===== src/rtl/button_pkg.sv =====
// button_pkg: shared FSM state type and default parameters for the button conditioner.
package button_pkg;
  typedef enum logic [1:0] {STABLE_LO, WAIT_HI, STABLE_HI, WAIT_LO} btn_state_t;
  localparam int DEF_N_CH = 2;
  localparam int DEF_SYNC_STAGES = 2;
  localparam int DEF_DEBOUNCE_CYCLES = 50000;
  localparam int DEF_REPEAT_CYCLES = 0;
endpackage


===== src/rtl/button_channel.sv =====
// button_channel: synchroniser, debounce FSM and auto-repeat counter for one button.
module button_channel
  import button_pkg::*;
#(
  parameter int SYNC_STAGES = DEF_SYNC_STAGES,
  parameter int DEBOUNCE_CYCLES = DEF_DEBOUNCE_CYCLES,
  parameter int REPEAT_CYCLES = DEF_REPEAT_CYCLES
) (
  input  logic clk,
  input  logic rst_n,
  input  logic btn,
  output logic level,
  output logic press,
  output logic rel,
  output logic rpt
);
  localparam int CW = $clog2(DEBOUNCE_CYCLES + 1);
  localparam int RW = REPEAT_CYCLES > 1 ? $clog2(REPEAT_CYCLES) : 1;
  // The entry edge into WAIT counts as the first differing edge, hence the -2.
  localparam logic [CW-1:0] LAST = CW'(DEBOUNCE_CYCLES > 1 ? DEBOUNCE_CYCLES - 2 : 0);
  localparam logic [RW-1:0] RLAST = RW'(REPEAT_CYCLES > 0 ? REPEAT_CYCLES - 1 : 0);
  localparam bit DIRECT = DEBOUNCE_CYCLES == 1;
  localparam bit REP_EN = REPEAT_CYCLES != 0;
  logic [SYNC_STAGES-1:0] sync_q;
  logic sync;
  btn_state_t state_q, state_d;
  logic [CW-1:0] cnt_q, cnt_d;
  logic [RW-1:0] rcnt_q, rcnt_d;
  logic press_d, rel_d, rpt_d;
  assign sync = sync_q[SYNC_STAGES-1];
  assign level = (state_q == STABLE_HI) || (state_q == WAIT_LO);
  always_ff @(posedge clk or negedge rst_n) begin
    if (!rst_n) begin
      sync_q <= '0;
      state_q <= STABLE_LO;
      cnt_q <= '0;
      rcnt_q <= '0;
      press <= 1'b0;
      rel <= 1'b0;
      rpt <= 1'b0;
    end else begin
      sync_q <= {sync_q[SYNC_STAGES-2:0], btn};
      state_q <= state_d;
      cnt_q <= cnt_d;
      rcnt_q <= rcnt_d;
      press <= press_d;
      rel <= rel_d;
      rpt <= rpt_d;
    end
  end
  // Counters default to clear; they only advance while a change or hold is in progress.
  always_comb begin
    state_d = state_q;
    cnt_d = '0;
    rcnt_d = '0;
    press_d = 1'b0;
    rel_d = 1'b0;
    rpt_d = 1'b0;
    case (state_q)
      STABLE_LO: if (sync) begin
        state_d = DIRECT ? STABLE_HI : WAIT_HI;
        press_d = DIRECT;
      end
      WAIT_HI:
        if (!sync) state_d = STABLE_LO;
        else if (cnt_q >= LAST) begin
          state_d = STABLE_HI;
          press_d = 1'b1;
        end else cnt_d = cnt_q + CW'(cnt_q != '1);
      STABLE_HI:
        if (!sync) begin
          state_d = DIRECT ? STABLE_LO : WAIT_LO;
          rel_d = DIRECT;
        end else if (REP_EN) begin
          rpt_d = rcnt_q == RLAST;
          rcnt_d = rpt_d ? '0 : rcnt_q + 1'b1;
        end
      WAIT_LO:
        if (sync) state_d = STABLE_HI;
        else if (cnt_q >= LAST) begin
          state_d = STABLE_LO;
          rel_d = 1'b1;
        end else cnt_d = cnt_q + CW'(cnt_q != '1);
    endcase
    rpt_d = rpt_d | (press_d & REP_EN);
  end
endmodule


===== src/rtl/button_conditioner.sv =====
// button_conditioner: N_CH independent debounced buttons with press/release/repeat pulses.
module button_conditioner
  import button_pkg::*;
#(
  parameter int N_CH = DEF_N_CH,
  parameter int SYNC_STAGES = DEF_SYNC_STAGES,
  parameter int DEBOUNCE_CYCLES = DEF_DEBOUNCE_CYCLES,
  parameter int REPEAT_CYCLES = DEF_REPEAT_CYCLES
) (
  input  logic            clk,
  input  logic            rst_n,
  input  logic [N_CH-1:0] btn_in,
  output logic [N_CH-1:0] btn_level,
  output logic [N_CH-1:0] btn_press,
  output logic [N_CH-1:0] btn_release,
  output logic [N_CH-1:0] btn_repeat
);
  for (genvar i = 0; i < N_CH; i++) begin : g_ch
    button_channel #(
      .SYNC_STAGES(SYNC_STAGES),
      .DEBOUNCE_CYCLES(DEBOUNCE_CYCLES),
      .REPEAT_CYCLES(REPEAT_CYCLES)
    ) u_ch (
      .clk(clk),
      .rst_n(rst_n),
      .btn(btn_in[i]),
      .level(btn_level[i]),
      .press(btn_press[i]),
      .rel(btn_release[i]),
      .rpt(btn_repeat[i])
    );
  end
endmodule

===== config.mk =====
export PLATFORM = sky130hd
export DESIGN_NAME = button_conditioner
export DESIGN_NICKNAME = d
export VERILOG_FILES = /design/src/rtl/button_pkg.sv /design/src/rtl/button_channel.sv /design/src/rtl/button_conditioner.sv
export SDC_FILE = /design/constraint.sdc
export NUM_CORES = 1
export LEC_CHECK = 0
export CAP_MARGIN = 20
export CORE_UTILIZATION = 62
export DETAILED_ROUTE_END_ITERATION = 7
export PLACE_DENSITY = 0.82
export SLEW_MARGIN = 5
export SYNTH_ARGS = -nofsm -noshare
export SYNTH_HDL_FRONTEND = slang
export SYNTH_HIERARCHICAL = 1
export SYNTH_SLANG_ARGS = --single-unit

===== constraint.sdc =====
create_clock -name clk -period 5.54 [get_ports clk]
set_input_delay 1.108 -clock clk [delete_from_list [all_inputs] [get_ports clk]]
set_output_delay 1.108 -clock clk [all_outputs]
set_load 0.05 [all_outputs]

Word level (Yosys, flattened, before mapping)
Cells that the tools add are included.

word-level totals
  register bits = 44
  input port bits = 4

cells by class
  $add $sub $neg = 2
  $lt $le $gt $ge = 2
  equal/unequal tests = 16
  multiplexer cells = 32
  reduce and logical (&&, ||, !) cells = 6

operators by type and width
  cell                  number
  $mux 16               6
  $pmux 16 s2           2
  $add 16x1->16         2
  $ge 16x16->1 const B  2
  $ne 16x16->1 const B  2
  $mux 2                12
  $pmux 2 s4            2
  $mux 1                10
  $eq 2x2->1 const B    4
  $reduce_and 4->1      2
  $ne 3x2->1 const B    2
  $ne 3x3->1 const B    2
  $eq 2x1->1 const B    2
  $logic_not 2->1       2
  $ne 2x1->1 const B    2
  $ne 2x2->1 const B    2
  $logic_or 1x1->1      2

Longest topological paths before layout
Gate-level depths: netlist of the first run.

  depth in word-level cells = 5
  depth in mapped cells = 10
  gate-level depth less buffers = 9

Cells and area by module
The synthesis of the first run kept the hierarchy.

by module, submodules not included
  module          times used  cells each  area an instance (sq um)  seq. area each (sq um)
  button_channel  2           112         1,128.6                   550.5

Worst setup path after synthesis of the first run
Ideal clock, no wire load.

  kind = flip-flop to flip-flop
  start point = register g_ch[0].u_ch.cnt_q[1]
  end point = register g_ch[0].u_ch.cnt_q[14]
  arrival = 2.022 ns
  setup slack = 3.453 ns
  cell stages (with the launch flop) = 11
  buffers on the path = 1
  cell sequence = dfrtp_1 > clkbuf_1 > nand3_1 > nor2_1 > nand4_1 > or3_1 > ha_1 > nand4_1 > nor4_2 > nor4bb_1 > a211o_1

on the way
  cells in the longest elaborated chain, start to end = 5
  elaborated cells on any way between the ends = 7

RTL lines
  what                        line                                        source
  start, declared             button_channel.sv:27                        logic [CW-1:0] cnt_q, cnt_d;
  start signal, assigned      button_channel.sv:44                        cnt_q <= cnt_d;
  $ne 16x16->1                button_channel.sv:69, button_channel.sv:83
  $add 16x1->16               button_channel.sv:69, button_channel.sv:83
  $mux 16 *                   button_channel.sv:66, button_channel.sv:80
  $mux 16 (on tied branches)  button_channel.sv:79, button_channel.sv:65
  $pmux 16 s2 *               button_channel.sv:59                        case (state_q)
  via g_ch[0].u_ch.cnt_d[14]  button_channel.sv:27

The timed path passes the listed nets; every way through them passes the cells marked *.
A chain may end at the register's enable or synchronous reset.

==> flow_summary.rst, run 1 <==
.. list-table::
   :header-rows: 1

   * - Metric
     - Value
   * - Share of the yosys chip area belonging to registers
     - 48.8%
   * - Number of nets in the finished design
     - approximately 240
   * - Skew-Pair Late Insertion Delay
     - 0.34 ns
   * - Die area
     - 3890 um2
   * - Yosys top cell area share
     - 48.8%
   * - Outcome
     - finished clean
   * - Maximum ir drop on the vdd rail
     - approximately 0.18 mV
   * - Rows
     - 21
   * - Via count of the first global-routing pass
     - 1,686
   * - Avg Synthesized Cell Area
     - 10.1 um2
   * - Cell at the slowest stage of the critical path
     - sky130_fd_sc_hd__clkdlybuf4s50_1
   * - Actual transition at the worst max-transition pin
     - about 0.96 ns
   * - Final HPWL from detailed placement
     - between 2000 and 3000 um
   * - Setup CP Type
     - reg -> out
   * - Yosys synthesis warning count
     - 6
   * - Area leader, netlist
     - sky130_fd_sc_hd__dfrtp_1
   * - Worst Path Buf+Inv
     - 1
   * - Detailed-route vias per instance
     - 5.88
   * - Pin count of the biggest net entering global routing
     - 45
   * - Number of search-and-repair iterations in the first detailed-routing pass
     - 4
   * - Share of layout cells above drive strength 1
     - under 10%
   * - Int Pwr
     - 0.394 mW
   * - Total of cells resized after clock tree synthesis
     - 0
   * - Global-route wire length before repair
     - approximately 7400 um
   * - Worst slew margin
     - between 30% and 40%
   * - Maximum frequency from static timing analysis
     - 0.371 GHz
   * - Initial antenna violation count
     - 0
   * - Total power divided by cell area
     - roughly 210 nW/um2
   * - Time the final worst path needs with I/O delays and setup
     - 2.69 ns
   * - Arrival time reported for the critical path endpoint
     - 1.59 ns
   * - Biggest cell delay along the critical path
     - just over 0.8 ns
   * - Proportion of power drawn by flip-flops and latches
     - between 60% and 70%
   * - Hold Vio Cnt, Final
     - 0
   * - Fraction of power consumed by combinational cells
     - between 4 and 5%
   * - GPL Wtd Cong
     - 0.748
   * - Prevailing post-synth register cell
     - sky130_fd_sc_hd__dfrtp_1
   * - Biggest area contributors in the synthesized netlist
     - sky130_fd_sc_hd__dfrtp_1 49%, sky130_fd_sc_hd__xnor2_1 7.8%, sky130_fd_sc_hd__nor2_1 5.7%
   * - Most numerous cell in the Yosys netlist
     - sky130_fd_sc_hd__dfrtp_1
   * - Crit path capture type
     - output pin
   * - Clock tree from TritonCTS
     - yes
   * - Area taken by flip-flops and latches
     - 1100 um2
   * - Critical Path, Cell by Cell
     - clkdlybuf4s50_1
   * - IO Count
     - 12
   * - Number of cells in the design after placement
     - 267
   * - Placed instance area
     - approximately 2300 um2
   * - Hold_buf cts
     - 0
   * - Number of max-cap violations
     - 0
   * - Kind of start point of the critical path
     - flop
   * - Clock power frac
     - a little under a third
   * - Total of endpoints with negative setup slack in the final report
     - 0
   * - Leak
     - roughly 0.91 nW
   * - Antenna Violating Nets Remaining
     - 0
   * - Total Routing Usage GR
     - 24.0%
   * - Bufs on Longest Clock Path
     - 2
   * - Post-route DRC violation count
     - 0
   * - Final instance area
     - 2390 um2
   * - Post-route setup TNS
     - 0 ns
   * - Area Overhead vs Synth
     - 5.82%
   * - Post-synthesis async set-or-reset flop share
     - 100%
   * - Number of flip-flops and latches in the synthesized netlist
     - 44
   * - Count of filler cells inserted in the layout
     - approximately 270
   * - Core area
     - 3420 um2
   * - CTS H-Tree Depth
     - 2
   * - Final cell count without fillers
     - 275
   * - Required @ worst endpoint
     - 4.43 ns
   * - TritonCTS buffer count
     - 5
   * - Number of antenna diodes
     - 0
   * - Remaining global-route overflow
     - 0
   * - Die Width
     - 62.3 um
   * - Final standard cell utilization of the core
     - 69.9%
   * - Synth cell count leaders
     - 44 x sky130_fd_sc_hd__dfrtp_1, 34 x sky130_fd_sc_hd__nor2_1, 20 x sky130_fd_sc_hd__xnor2_1
   * - Worst min path class
     - reg -> reg
   * - Clock-pin slew on the worst setup and hold paths
     - 0.11 ns
   * - Setup repair after global routing missed its margin
     - false
   * - Top Family by Delay on Critical Path
     - buffers and inverters
   * - Average routed wire per standard cell
     - 14.0 um
   * - Final Skew
     - 0.0153 ns
   * - Buffer type at the clock tree root
     - sky130_fd_sc_hd__clkbuf_4
   * - Count of vias placed by the detailed router
     - 1,616
   * - Max-slew violation total from the final report
     - 0
   * - Effective utilization at floorplan
     - 66.1%
   * - Tcrit/Tclk final
     - between 40% and 50%
   * - Unique cell type count in the Yosys netlist
     - 35
   * - # clock sinks
     - 44
   * - Cell count after synthesis
     - around 220
   * - Routed Wire Length
     - 3850 um
   * - Number of synthesized flops with an enable pin
     - 0
   * - Total setup buffers inserted after CTS
     - 0
   * - Net count of the mapped netlist
     - 232
   * - Switching Fraction
     - ~22%
   * - Total power consumption of the routed design
     - approximately 0.51 mW
   * - Area of the multi-input gates
     - 1060 um2
   * - Cell area after synthesis
     - between 2000 and 2500 um2
   * - Switch Pwr
     - 0.112 mW
   * - Violation count after the first detailed-route iteration
     - 108
   * - Port buffer count
     - 9
   * - Vert. Die Dim
     - 62.3 um
   * - Largest fanout on the critical path
     - 5
==> sequential cells by signal, summed over array words and instances, names as in the netlist, named ones only <==
name,flops
g_ch.u_ch/cnt_q,32
g_ch.u_ch/sync_q,4
g_ch.u_ch/press,2
g_ch.u_ch/rel,2
g_ch.u_ch/state_q,2
==> final cells by class <==
class | count | area share [%]
flip-flops and latches | 44 | 46.1
well taps | 46 | 2.41
clock buffers | 8 | 2.46
inverters | 6 | 0.943
repair buffers | 9 | 3.56
multi-input cells | 162 | 44.5
==> logic make-up after synthesis <==
group,Yosys count,synth area share [%]
mux,2,0.998
flops,44,48.8
simple gates,112,27.4
xor+xnor,28,10.9
fa+ha+maj,4,2.22
buf+inv,18,4.10
other cells,2,0.333
compound gates,14,5.32
==> power groups by stage <==
stage | Combinational (mW) | Sequential, mW | Clock [mW]
after global placement | 0.0234 | 0.334 | 0
after floorplan | 0.0181 | 0.333 | 0
after CTS | 0.0251 | 0.328 | 0.162
final | 0.0245 | 0.328 | 0.154
after global routing | 0.0280 | 0.329 | 0.172
after detailed placement | 0.0250 | 0.334 | 0
==> path summary, 6_finish.rpt <==
path | startpoint | to | slack, ns | cells after the start
worst max-delay path | flop | btn_level[1] | 2.85 | 1
worst min-delay path | g_ch[0].u_ch/sync_q[0] | g_ch[0].u_ch/sync_q[1] | 0.37 | 0
worst max register to register | g_ch[1].u_ch/cnt_q[4] | g_ch[1].u_ch/cnt_q[14] | 3.08 | 7
worst min register to register | g_ch[0].u_ch/sync_q[0] | g_ch[0].u_ch/sync_q[1] | 0.37 | 0
max in group asynchronous | rst_n | g_ch[0].u_ch/cnt_q[13] | 4.03 | 1
min in group asynchronous | rst_n | g_ch[0].u_ch/cnt_q[7] | 0.91 | 1
==> cell usage in the layout, fill, tap and decap left out, drive strengths merged <==
cell type | netlist | layout
and4 | 2 | 2
clkdlybuf4s50 | 0 | 8
o2111ai | 2 | 2
conb | 2 | 2
nand3b | 2 | 2
nor4b | 2 | 2
nor3 | 12 | 12
nand2 | 14 | 14
xnor2 | 20 | 20
o211ai | 2 | 2
inv | 6 | 6
xor2 | 8 | 8
nor4bb | 2 | 2
nand4 | 8 | 8
clkbuf | 8 | 8
mux2 | 2 | 2
dfrtp | 44 | 44
nor2 | 34 | 34
and3 | 2 | 2
a21oi | 2 | 2
ha | 4 | 4
buf | 4 | 1
nor4 | 8 | 8
nor3b | 6 | 6
or3 | 2 | 2
nand4bb | 2 | 2
a31oi | 2 | 2
or4 | 2 | 2
nand3 | 12 | 12
a311oi | 2 | 2
nor2b | 2 | 2
a211o | 4 | 4
==> layer usage <==
layer	share of wire, %	global-route usage (%)	vias to the layer above
met4	1.0	8.14	0
met3	3.8	4.41	5
met5	0	0	-
met1	49	32.0	795
li1	-	-	784
met2	46	39.6	32
==> per-stage QoR <==
step	setup slack, ns	hold WS (ns)
6_report	2.85	0.368
5_1_grt	2.78	0.381
4_1_cts	2.82	0.373
3_5_place_dp	3.17	0.336
3_3_place_gp	3.23	0.346
2_1_floorplan	3.45	0.331
(Power assumes the default switching activity.)
==> run 2, diff against run 1 <==
CORE_UTILIZATION = 59   (was 62)
PLACE_DENSITY = 0.79   (was 0.82)
clock period = 2.8 ns   (was 5.54 ns; I/O delays follow)
==> run 2 against run 1 <==
Compared with the run above: register-to-register slack got worse by 2.7 ns; highest routed layer unchanged; clock power grew to 2.6 times the previous value; count of clock-buffer cells in the layout fell by 2; clock skew is 0.0080 ns lower; setup slack worse by 2.4 ns; critical endpoint is now g_ch[1].u_ch/cnt_q[14]; sequential power up 98%; critical path type is now reg -> reg; design area is 1.8% higher; first-iteration DRC count fell by 8.3%; core utilization fell by 3.5 points; non-clock buffer count up 1; worst hold slack worse by 0.0040 ns.
==> flow_summary.rst, run 2 (synthesis gave the netlist of run 1 again) <==
.. list-table::
   :header-rows: 1

   * - Metric
     - Value
   * - Outcome
     - finished clean (unchanged)
   * - Placed instance area
     - 2340 um2 (was 2330 um2)
   * - Tcrit/Tclk final
     - 84.8%
   * - Hold Vio Cnt, Final
     - 0 (unchanged)
   * - Number of max-cap violations
     - 0 (unchanged)
   * - Most used cells in the layout excluding fill and tap cells
     - 44 x sky130_fd_sc_hd__dfrtp_1, 34 x sky130_fd_sc_hd__nor2_1, 20 x sky130_fd_sc_hd__xnor2_1 (unchanged)
   * - Clock-pin slew on the worst setup and hold paths
     - 0.08 ns (was 0.11 ns)
   * - Port buffer count
     - 9 (unchanged)
   * - Regs by FF count
     - g_ch.u_ch/cnt_q x32, g_ch.u_ch/sync_q x4 (unchanged)
   * - # clock sinks
     - 44 (unchanged)
   * - Int Pwr
     - 0.852 mW (was 0.394 mW)
   * - Buffer type at the clock tree root
     - sky130_fd_sc_hd__clkbuf_8 (was sky130_fd_sc_hd__clkbuf_4)
   * - Area taken by flip-flops and latches
     - 1100 um2 (unchanged)
   * - Antenna Violating Nets Remaining
     - 0 (unchanged)
   * - Clock power frac
     - 36.8% (was 30.4%)
   * - Area of the multi-input gates
     - 1060 um2 (unchanged)
   * - Final Skew
     - 0.00729 ns (was 0.0153 ns)
   * - Setup repair after global routing missed its margin
     - false (unchanged)
   * - Via count of the first global-routing pass
     - 1,620 (was 1,686)
   * - Violation count after the first detailed-route iteration
     - 99 (was 108)
   * - Bufs on Longest Clock Path
     - 2 (unchanged)
   * - Switch Pwr
     - 0.251 mW (was 0.112 mW)
   * - Required @ worst endpoint
     - 3.03 ns (was 4.43 ns)
   * - TritonCTS buffer count
     - 5 (unchanged)
   * - Worst min path class
     - reg -> reg (unchanged)
   * - Time the final worst path needs with I/O delays and setup
     - approximately 2.4 ns
   * - Die area
     - 4080 um2 (was 3890 um2)
   * - Global-route wire length before repair
     - 7180 um (was 7400 um)
   * - Pin count of the biggest net entering global routing
     - 45 (unchanged)
   * - Critical Path, Cell by Cell
     - nand4_1 -> or3_1 -> ha_1 -> nand4_1 -> nor4_2 -> nor4bb_1 -> a211o_1 (was clkdlybuf4s50_1)
   * - Remaining global-route overflow
     - 0 (unchanged)
   * - Total of cells resized after clock tree synthesis
     - 0 (unchanged)
   * - Area Overhead vs Synth
     - 7.76% (was 5.82%)
   * - Setup CP Type
     - reg -> reg (was reg -> out)
   * - Clock tree from TritonCTS
     - yes (unchanged)
   * - Die Width
     - 63.9 um (was 62.3 um)
   * - Hold_buf cts
     - 0 (unchanged)
   * - Rows
     - 22 (was 21)
   * - Switching Fraction
     - 22.7% (was 22.2%)
   * - Cell repeated most along the worst path
     - sky130_fd_sc_hd__nand4_1
   * - Core area
     - 3660 um2 (was 3420 um2)
   * - Initial antenna violation count
     - 0 (unchanged)
   * - Max-slew violation total from the final report
     - 0 (unchanged)
   * - Worst Path Buf+Inv
     - 0 (was 1)
   * - Count of filler cells inserted in the layout
     - 293 (was 267)
   * - Final instance area
     - 2430 um2 (was 2390 um2)
   * - Post-route DRC violation count
     - 0 (unchanged)
   * - Worst slew margin
     - 37.0% (was 36.1%)
   * - Share of layout cells above drive strength 1
     - 9.57% (was 8.30%)
   * - Total setup buffers inserted after CTS
     - 0 (unchanged)
   * - Fraction of power consumed by combinational cells
     - 4.4% (was 4.8%)
   * - IO Count
     - 12 (unchanged)
   * - Maximum frequency from static timing analysis
     - 0.421 GHz
   * - Biggest cell delay along the critical path
     - 0.51 ns (was 0.83 ns)
   * - Post-route setup TNS
     - 0 ns (unchanged)
   * - Number of search-and-repair iterations in the first detailed-routing pass
     - 4 (unchanged)
   * - GPL Wtd Cong
     - 0.817 (was 0.748)
   * - Total of endpoints with negative setup slack in the final report
     - 0 (unchanged)
   * - Proportion of power drawn by flip-flops and latches
     - 58.8% (was 64.7%)
   * - Biggest register
     - g_ch.u_ch/cnt_q (unchanged)
   * - Flip-flop count of the largest register after layout
     - 32 (unchanged)
   * - Actual transition at the worst max-transition pin
     - 0.945 ns (was 0.958 ns)
   * - Number of antenna diodes
     - 0 (unchanged)
   * - Cell at the slowest stage of the critical path
     - sky130_fd_sc_hd__or3_1 (was sky130_fd_sc_hd__clkdlybuf4s50_1)
   * - CTS H-Tree Depth
     - 2 (unchanged)
   * - Vert. Die Dim
     - 63.9 um (was 62.3 um)
   * - Largest fanout on the critical path
     - 9 (was 5)
   * - Routed Wire Length
     - 3930 um (was 3850 um)
   * - Crit path capture type
     - flop (was output pin)
   * - Top Family by Delay on Critical Path
     - simple AND/OR/NAND/NOR gates (was buffers and inverters)
   * - Skew-Pair Late Insertion Delay
     - 0.30 ns (was 0.34 ns)
   * - Detailed-route vias per instance
     - 5.71 (was 5.88)
   * - Leak
     - 0.928 nW (was 0.905 nW)
   * - Final HPWL from detailed placement
     - 2720 um (was 2760 um)
   * - Count of vias placed by the detailed router
     - 1,587 (was 1,616)
   * - Effective utilization at floorplan
     - 61.7% (was 66.1%)
   * - Total Routing Usage GR
     - 23.1% (was 24.0%)
   * - Arrival time reported for the critical path endpoint
     - 2.61 ns (was 1.59 ns)
   * - Number of nets in the finished design
     - 237 (was 236)
   * - Maximum ir drop on the vdd rail
     - 0.356 mV (was 0.178 mV)
   * - Kind of start point of the critical path
     - flop (unchanged)
   * - Commonest non-fill, non-tap cell in the layout
     - sky130_fd_sc_hd__dfrtp_1 (unchanged)
   * - Total power divided by cell area
     - 454 nW/um2 (was 212 nW/um2)
   * - Average routed wire per standard cell
     - 14.1 um (was 14.0 um)
## run 2: cell count changes in the layout (fill, tap and decap cells not counted)
| cell | previous run | this run |
|---|---|---|
| sky130_fd_sc_hd__clkbuf_8 | 1 | 6 |
| sky130_fd_sc_hd__clkinv_2 | 0 | 2 |
| sky130_fd_sc_hd__buf_4 | 0 | 1 |
| sky130_fd_sc_hd__clkbuf_1 | 2 | 0 |
| sky130_fd_sc_hd__clkbuf_4 | 5 | 0 |
## run 2: cell type report
class | instances | share of cell area (%)
Clock inverter | 2 | 0.412
Sequential cell | 44 | 45.3
Timing Repair Buffer | 10 | 3.81
Tap cell | 48 | 2.47
Clock buffer | 6 | 3.40
Inverter | 6 | 0.926
Multi-Input combinational cell | 162 | 43.7
## run 2: layer usage
metal,up-vias,share of wire (%),track usage (%)
li1,790,-,-
met3,4,3.9,6.61
met4,0,0.92,10.2
met1,765,48,30.1
met2,28,47,35.9
met5,-,0,0
## run 2: metrics by stage
stage               power, mW  worst slack [ns]  utilization (%)  instances  hold slack [ns]
floorplan               0.694             0.713                -        224            0.264
CTS                      1.11             0.467             66.4        278            0.366
global placement        0.710             0.621             63.9        270            0.345
detailed placement      0.711             0.497             63.9        270            0.340
finish                   1.10             0.426             66.4        278            0.364
global route             1.14             0.254             66.4        278            0.369
## run 2: worst reg2reg max path, cell delays in order, from the launching register on
cell,delay [ns]
sky130_fd_sc_hd__dfrtp_1,0.44
sky130_fd_sc_hd__nand4_1,0.36
sky130_fd_sc_hd__or3_1,0.51
sky130_fd_sc_hd__ha_1,0.22
sky130_fd_sc_hd__nand4_1,0.23
sky130_fd_sc_hd__nor4_2,0.11
sky130_fd_sc_hd__nor4bb_1,0.31
sky130_fd_sc_hd__a211o_1,0.14
## run 2: power by group through the flow
stage	logic, mW	registers (mW)	clock network (mW)
6_report	0.0484	0.649	0.406
5_1_grt	0.0557	0.650	0.438
4_1_cts	0.0495	0.649	0.414
3_5_place_dp	0.0494	0.661	0
3_3_place_gp	0.0488	0.661	0
2_1_floorplan	0.0357	0.658	0
## run 2: path summary, 6_finish.rpt
check,start,end,slack (ns),depth (start not counted)
worst min-delay path,g_ch[0].u_ch/sync_q[0],g_ch[0].u_ch/sync_q[1],0.36,0
min in group asynchronous,rst_n,g_ch[1].u_ch/cnt_q[2],0.41,1
max in group asynchronous,rst_n,g_ch[1].u_ch/cnt_q[11],1.80,1
worst max register to register,g_ch[1].u_ch/cnt_q[4],g_ch[1].u_ch/cnt_q[14],0.43,7
worst max-delay path,g_ch[1].u_ch/cnt_q[4],g_ch[1].u_ch/cnt_q[14],0.43,7
worst min register to register,g_ch[0].u_ch/sync_q[0],g_ch[0].u_ch/sync_q[1],0.36,0
